### config.mk
export PLATFORM = sky130hd
export DESIGN_NAME = sid_sample_decimator
export DESIGN_NICKNAME = d
export VERILOG_FILES = /design/src/rtl/sid_audio_pkg.sv /design/src/rtl/sid_sample_fifo.sv /design/src/rtl/sid_sample_decimator.sv
export SDC_FILE = /design/constraint.sdc
export NUM_CORES = 1
export LEC_CHECK = 0
export BUFFER_PORTS_ARGS = -buffer_cell sky130_fd_sc_hd__buf_2
export CORE_UTILIZATION = 50
export CTS_CLUSTER_SIZE = 20
export DETAILED_ROUTE_END_ITERATION = 7
export PLACE_DENSITY_LB_ADDON = 0.3
export SETUP_SLACK_MARGIN = 0.5
export SLEW_MARGIN = 10
export SYNTH_ARGS = -nofsm -noshare
export SYNTH_HDL_FRONTEND = slang
export SYNTH_HIERARCHICAL = 1
export SYNTH_SLANG_ARGS = --single-unit
### constraint.sdc
create_clock -name sys_clk -period 6.8 [get_ports sys_clk]
set_input_delay 1.02 -clock sys_clk [delete_from_list [all_inputs] [get_ports sys_clk]]
set_output_delay 1.02 -clock sys_clk [all_outputs]
set_load 0.005 [all_outputs]
### src/rtl/sid_audio_pkg.sv
// ----------------------------------------------------------------------------
// sid_audio_pkg
//   Shared definitions for the SID audio path: sample width, the signed
//   sample type, and the default decimation and FIFO depth constants used
//   by sid_sample_decimator and sid_sample_fifo.
// ----------------------------------------------------------------------------
package sid_audio_pkg;

    // Width of one SID / I2S audio sample
    localparam int unsigned SAMPLE_W = 16;

    // Default log2 of the decimation ratio (32 SID samples per output)
    localparam int unsigned DEF_LOG2_DEC = 5;

    // Default log2 of the output FIFO depth (8 entries)
    localparam int unsigned DEF_LOG2_DEPTH = 3;

    // Signed two's-complement audio sample
    typedef logic signed [SAMPLE_W-1:0] sample_t;

endpackage : sid_audio_pkg

### src/rtl/sid_sample_fifo.sv
// ----------------------------------------------------------------------------
// sid_sample_fifo
//   Synchronous FIFO holding decimated audio samples for the I2S encoder.
//   The head word is visible combinationally on 'head'; the consumer latches
//   it on the same edge that it pops.
//
// Ports:
//   sys_clk    in   system clock, rising edge
//   rst        in   synchronous active-high reset (empties the FIFO)
//   push       in   write push_data (accepted when not full, or when a pop
//                   happens in the same cycle)
//   push_data  in   sample to write
//   pop        in   discard the head word (ignored when empty)
//   head       out  word at the read pointer
//   level      out  occupancy, 0..2^LOG2_DEPTH
//   full       out  level == 2^LOG2_DEPTH
//   empty      out  level == 0
// ----------------------------------------------------------------------------
module sid_sample_fifo
    import sid_audio_pkg::*;
#(
    parameter int unsigned LOG2_DEPTH = DEF_LOG2_DEPTH
) (
    input  logic                  sys_clk,
    input  logic                  rst,
    input  logic                  push,
    input  sample_t               push_data,
    input  logic                  pop,
    output sample_t               head,
    output logic [LOG2_DEPTH:0]   level,
    output logic                  full,
    output logic                  empty
);

    localparam int unsigned DEPTH = 1 << LOG2_DEPTH;

    sample_t               mem [DEPTH];
    logic [LOG2_DEPTH-1:0] wr_ptr;
    logic [LOG2_DEPTH-1:0] rd_ptr;
    logic                  push_ok;
    logic                  pop_ok;

    // Full and empty come from the occupancy count; pointers alone cannot
    // tell the two apart once they wrap.
    assign full  = (level == (LOG2_DEPTH+1)'(DEPTH));
    assign empty = (level == '0);

    assign pop_ok  = pop && !empty;
    // When full, a simultaneous pop frees the slot being written: wr_ptr
    // equals rd_ptr, and the old head is read before the write lands.
    assign push_ok = push && (!full || pop_ok);

    assign head = mem[rd_ptr];

    always_ff @(posedge sys_clk) begin
        if (push_ok) begin
            mem[wr_ptr] <= push_data;
        end
    end

    always_ff @(posedge sys_clk) begin
        if (rst) begin
            wr_ptr <= '0;
            rd_ptr <= '0;
            level  <= '0;
        end else begin
            if (push_ok) begin
                wr_ptr <= wr_ptr + 1'b1;
            end
            if (pop_ok) begin
                rd_ptr <= rd_ptr + 1'b1;
            end
            case ({push_ok, pop_ok})
                2'b10:   level <= level + 1'b1;
                2'b01:   level <= level - 1'b1;
                default: level <= level;
            endcase
        end
    end

endmodule : sid_sample_fifo

### src/rtl/sid_sample_decimator.sv
// ----------------------------------------------------------------------------
// sid_sample_decimator
//   Box-car averages 2^LOG2_DEC consecutive SID samples (one per clk_en) into
//   one decimated sample, buffers the results in a small FIFO, and presents
//   them one at a time to the I2S encoder. Decouples the fixed SID rate from
//   the externally clocked I2S frame rate.
//
// Ports:
//   sys_clk       in   system clock, rising edge
//   rst           in   synchronous active-high reset
//   clk_en        in   1 MHz SID enable, one sys_clk wide
//   sample_in     in   signed SID sample, valid while clk_en=1
//   sample_taken  in   encoder has latched sample_out; advance to next word
//   clear_flags   in   clear sticky overflow/underflow
//   sample_out    out  registered sample presented to the encoder
//   level         out  FIFO occupancy, 0..2^LOG2_DEPTH
//   overflow      out  sticky: a decimated sample was dropped (FIFO full)
//   underflow     out  sticky: sample_taken arrived with the FIFO empty
// ----------------------------------------------------------------------------
module sid_sample_decimator
    import sid_audio_pkg::*;
#(
    parameter int unsigned LOG2_DEC   = DEF_LOG2_DEC,
    parameter int unsigned LOG2_DEPTH = DEF_LOG2_DEPTH
) (
    input  logic                  sys_clk,
    input  logic                  rst,
    input  logic                  clk_en,
    input  sample_t               sample_in,
    input  logic                  sample_taken,
    input  logic                  clear_flags,
    output sample_t               sample_out,
    output logic [LOG2_DEPTH:0]   level,
    output logic                  overflow,
    output logic                  underflow
);

    localparam int unsigned ACC_W = SAMPLE_W + LOG2_DEC;

    // ------------------------------------------------------------------
    // Accumulator
    // ------------------------------------------------------------------
    logic signed [ACC_W-1:0] acc;
    logic signed [ACC_W-1:0] acc_sum;
    logic signed [ACC_W-1:0] acc_shifted;
    logic [LOG2_DEC-1:0]     cnt;
    sample_t                 avg_next;
    sample_t                 avg;
    logic                    push_req;

    always_comb begin
        acc_sum     = acc + {{LOG2_DEC{sample_in[SAMPLE_W-1]}}, sample_in};
        // Arithmetic shift floors toward -inf; the mean of 16-bit samples
        // always fits back into 16 bits, so truncation is lossless.
        acc_shifted = acc_sum >>> LOG2_DEC;
        avg_next    = acc_shifted[SAMPLE_W-1:0];
    end

    always_ff @(posedge sys_clk) begin
        if (rst) begin
            acc      <= '0;
            cnt      <= '0;
            avg      <= '0;
            push_req <= 1'b0;
        end else begin
            push_req <= 1'b0;
            if (clk_en) begin
                if (cnt == '1) begin
                    avg      <= avg_next;
                    push_req <= 1'b1;
                    acc      <= '0;
                    cnt      <= '0;
                end else begin
                    acc <= acc_sum;
                    cnt <= cnt + 1'b1;
                end
            end
        end
    end

    // ------------------------------------------------------------------
    // Output FIFO
    // ------------------------------------------------------------------
    sample_t fifo_head;
    logic    fifo_full;
    logic    fifo_empty;

    sid_sample_fifo #(
        .LOG2_DEPTH (LOG2_DEPTH)
    ) u_fifo (
        .sys_clk   (sys_clk),
        .rst       (rst),
        .push      (push_req),
        .push_data (avg),
        .pop       (sample_taken),
        .head      (fifo_head),
        .level     (level),
        .full      (fifo_full),
        .empty     (fifo_empty)
    );

    // ------------------------------------------------------------------
    // Output register and sticky flags
    // ------------------------------------------------------------------
    logic pop_ok;
    logic set_overflow;
    logic set_underflow;

    assign pop_ok = sample_taken && !fifo_empty;
    // No bypass: an empty FIFO cannot serve a pop even if a push lands in
    // the same cycle, so that case still counts as an underflow.
    assign set_underflow = sample_taken && fifo_empty;
    // A full FIFO only drops the new word when nothing is popped alongside.
    assign set_overflow  = push_req && fifo_full && !pop_ok;

    always_ff @(posedge sys_clk) begin
        if (rst) begin
            sample_out <= '0;
        end else if (pop_ok) begin
            sample_out <= fifo_head;
        end
    end

    // Set has priority over clear so that an event coinciding with
    // clear_flags is never lost.
    always_ff @(posedge sys_clk) begin
        if (rst) begin
            overflow  <= 1'b0;
            underflow <= 1'b0;
        end else begin
            if (set_overflow) begin
                overflow <= 1'b1;
            end else if (clear_flags) begin
                overflow <= 1'b0;
            end
            if (set_underflow) begin
                underflow <= 1'b1;
            end else if (clear_flags) begin
                underflow <= 1'b0;
            end
        end
    end

endmodule : sid_sample_decimator
==> results_dict.tcl <==
set metrics [dict create \
    maxCapViolations 0 \
    critPathArrivalTime_ns 3.39 \
    syn_area_mm2 0.008620 \
    dp.cells 870 \
    ant_nets 0 \
    synth-seq-cells 202 \
    hold_class "flop to flop" \
    timing.final.crit_share_pct 43.60 \
    clock_latency_ns 0.49 \
    clockPowerShare_pct 40.3 \
    critPathMaxStageDelay_ns 0.62 \
    synth_nets 680 \
    hp-start "sample_out[12]" \
    ctsHoldBuffers 0 \
    start_kind "input port" \
    io_buffer_count 42 \
    startpoint "sample_in[0]" \
    initial_core_util_pct 51.61 \
    wl_um 16750 \
    synth_area_leaders "edfxtp_1 (45%), dfxtp_1 (17%), mux4_2 (8.4%)" \
    tns_ns 0 \
    syn_to_final_growth_pct 12.43 \
    final_cell_mix "edfxtp_1 (128), dfxtp_1 (72), nand2_1 (57)" \
    cp_max_fo 6 \
    htreeDepth 1 \
    switching_share_pct 22.93 \
    gp_congestion 0.8601 \
    synth_edf_count 128 \
    dp_hpwl_um 10640 \
    pin_count 43 \
    min_period_ns 2.965 \
    n_antenna_cell 0 \
    p_int_mw 2.009 \
    grt_max_degree 52 \
    crit_type "input port to flop" \
    power.share.sequential_pct 50.8 \
    fmax_ghz 0.3373 \
    layout.nets 722 \
    required_ns 7.23 \
    fin_cells 907 \
    rsz0062_at_grt "no" \
    clk_pin_slew_worst_paths_ns 0.06 \
    rows 47 \
    finalMaxSlewViolations 0 \
    yosysWarnings 6 \
    drtIter0Drc 248 \
    async_flop_share_pct 0 \
    synth_seq_area_share_pct 61.78 \
    drive_gt1_share_pct 21.25 \
    end_kind "flop" \
    post_cts_buffers 0 \
    peakVddDrop_v 0.0001612 \
    yosysTopAreaCell "edfxtp_1" \
    synth_compound_area_share_pct 9.522 \
    grt_first_pass_wirelength_um 26800 \
    tightestPinTransition_ns 1.100 \
    postSynthCellCount 631 \
    cts_resized 0 \
    leakagePower_nw 3.815 \
    outcome "complete, no violations" \
    setup_viol_count_final 0 \
    synth_xor_area_share_pct 2.235 \
    dr.pass1.iters 5 \
    p_total_mw 2.607 \
    coreArea_mm2 0.01670 \
    drc_errors 0 \
    grt-ovfl-total 0 \
    clock_skew_ns 0.01123 \
    grt_antenna_before_repair 0 \
    viasPerCell 5.707 \
    synthAdderAreaFrac_pct 4.152 \
    cts_root_buf "clkbuf_16" \
    regToRegStartpoint "acc[0]" \
    avgSynthCellArea_um2 13.66 \
    yosys_most_used_dff "edfxtp_1" \
    p_sw_mw 0.5978 \
    hold_violations 0 \
    globalRouteTotalUtil_pct 19.51 \
    synth_top_family_by_area "multiplexers" \
    crit_chain "buf_2, ha_1, fa_1, a21oi_1, nor2_1, o21ai_1, a211oi_1, nor3_1, o2111ai_1, nand4_1" \
    combPwrFrac_pct 8.9 \
    numCtsBuffers 21 \
    power.density_mw_per_mm2 269.0 \
    synthSimpleGateAreaFrac_pct 9.247 \
    cts_tree "done" \
    die_x_um 133.3 \
    clockBufferDepth 3 \
    vias 5176 \
    die-area_mm2 0.01777 \
    slowest_stage "nor3_1" \
    final_common_cell "edfxtp_1" \
    cts_sinks 202 \
    synth_mux_area_share_pct 11.29 \
    synth_top_area_share_pct 44.59 \
    yosysUniqueCellTypes 58 \
    grt_pass1_vias 5075 \
    slew_headroom_pct 26.60 \
    routedWlPerCell_um 18.46 \
    dieHeight_um 133.3 \
]
## final timing paths
| kind | depth (start not counted) | to | slack [ns] |
|---|---|---|---|
| hold / removal | 2 | sample_out[12] | 0.45 |
| setup reg to reg | 9 | avg[15] | 4.17 |
| hold reg to reg | 2 | sample_out[12] | 0.45 |
| setup / recovery | 10 | avg[15] | 3.84 |
## registers in the layout (all words and copies together) (netlist names), named ones only
name and cells:
cnt 5, push_req 1, underflow 1, u_fifo/mem 128, avg 16, acc 21, overflow 1, sample_out 16
u_fifo/level 4, u_fifo/rd_ptr 3, u_fifo/wr_ptr 3
## logic make-up (layout without fill, tap and decap cells)
| logic type | count (synthesis) | after routing |
|---|---|---|
| muxes | 55 | 55 |
| AOI/OAI and AO/OA | 121 | 121 |
| adders and majority gates | 28 | 28 |
| buffers and inverters | 35 | 91 |
| and+or+nand+nor | 168 | 168 |
| xor gates and xnor gates | 22 | 22 |
| DFF | 202 | 202 |
## Yosys cell counts, types with 3 or more instances
cell type  count
nand2b_1       9
dfxtp_1       74
a32o_1         3
or3_1          4
a22o_1        19
nor2_1        47
inv_1          7
xor2_1         9
edfxtp_1     128
nand2_1       57
buf_4          3
or2_2          3
clkbuf_1      16
nor2b_1       15
nand4_1        4
nor4_1         3
nand3_1        9
xnor2_1       13
mux4_2        32
o21ai_0       18
buf_1          5
o2111ai_1      3
o211ai_1       5
mux2_2        18
or4_1          3
mux2i_1        5
ha_1          27
a21o_1         7
nor3_1         4
and2_1         3
a21oi_1       43
## worst max-delay path, delay by kind of cell
family,cells,cell delay [ns]
buf+inv,1,0.10
fa+ha+maj,2,0.63
compound gates,4,0.78
simple gates,3,0.86
## metrics by stage
step	hold slack (ns)	worst slack, ns	instance area, um^2	utilization, %
2_1_floorplan	0.4291	3.776	8620	-
3_3_place_gp	0.4387	3.451	9055	54.22
3_5_place_dp	0.4456	3.389	9055	54.22
4_1_cts	0.4541	3.889	9691	58.02
5_1_grt	0.4773	3.684	9691	58.02
6_report	0.4513	3.835	9691	58.02
## layer usage
metal / wire (um) / global-route usage [%] / vias to the layer above
met3: 721 / 2.854 / 23
met2: 8072 / 32.70 / 113
met4: 276 / 6.187 / 0
met1: 7674 / 26.32 / 2566
li1: - / - / 2474
met5: 0 / 0 / -
## cell type report
| cell class | instances | area, um^2 |
|---|---|---|
| inverters | 8 | 30.03 |
| well taps | 220 | 275.3 |
| clock buffers | 30 | 589.3 |
| repair buffers | 46 | 240.2 |
| fillers | 1330 | 7010 |
| multi-input cells | 394 | 3182 |
| clock inverters | 7 | 46.29 |
| flip-flops and latches | 202 | 5328 |
## power groups by stage
stage,combinational (mW),sequential [mW],clock [mW]
5_1_grt,0.258,1.33,1.13
2_1_floorplan,0.177,1.34,0
6_report,0.232,1.32,1.05
4_1_cts,0.231,1.32,1.08
3_5_place_dp,0.231,1.35,0
3_3_place_gp,0.225,1.35,0
Power figures use the tool's default switching activity.
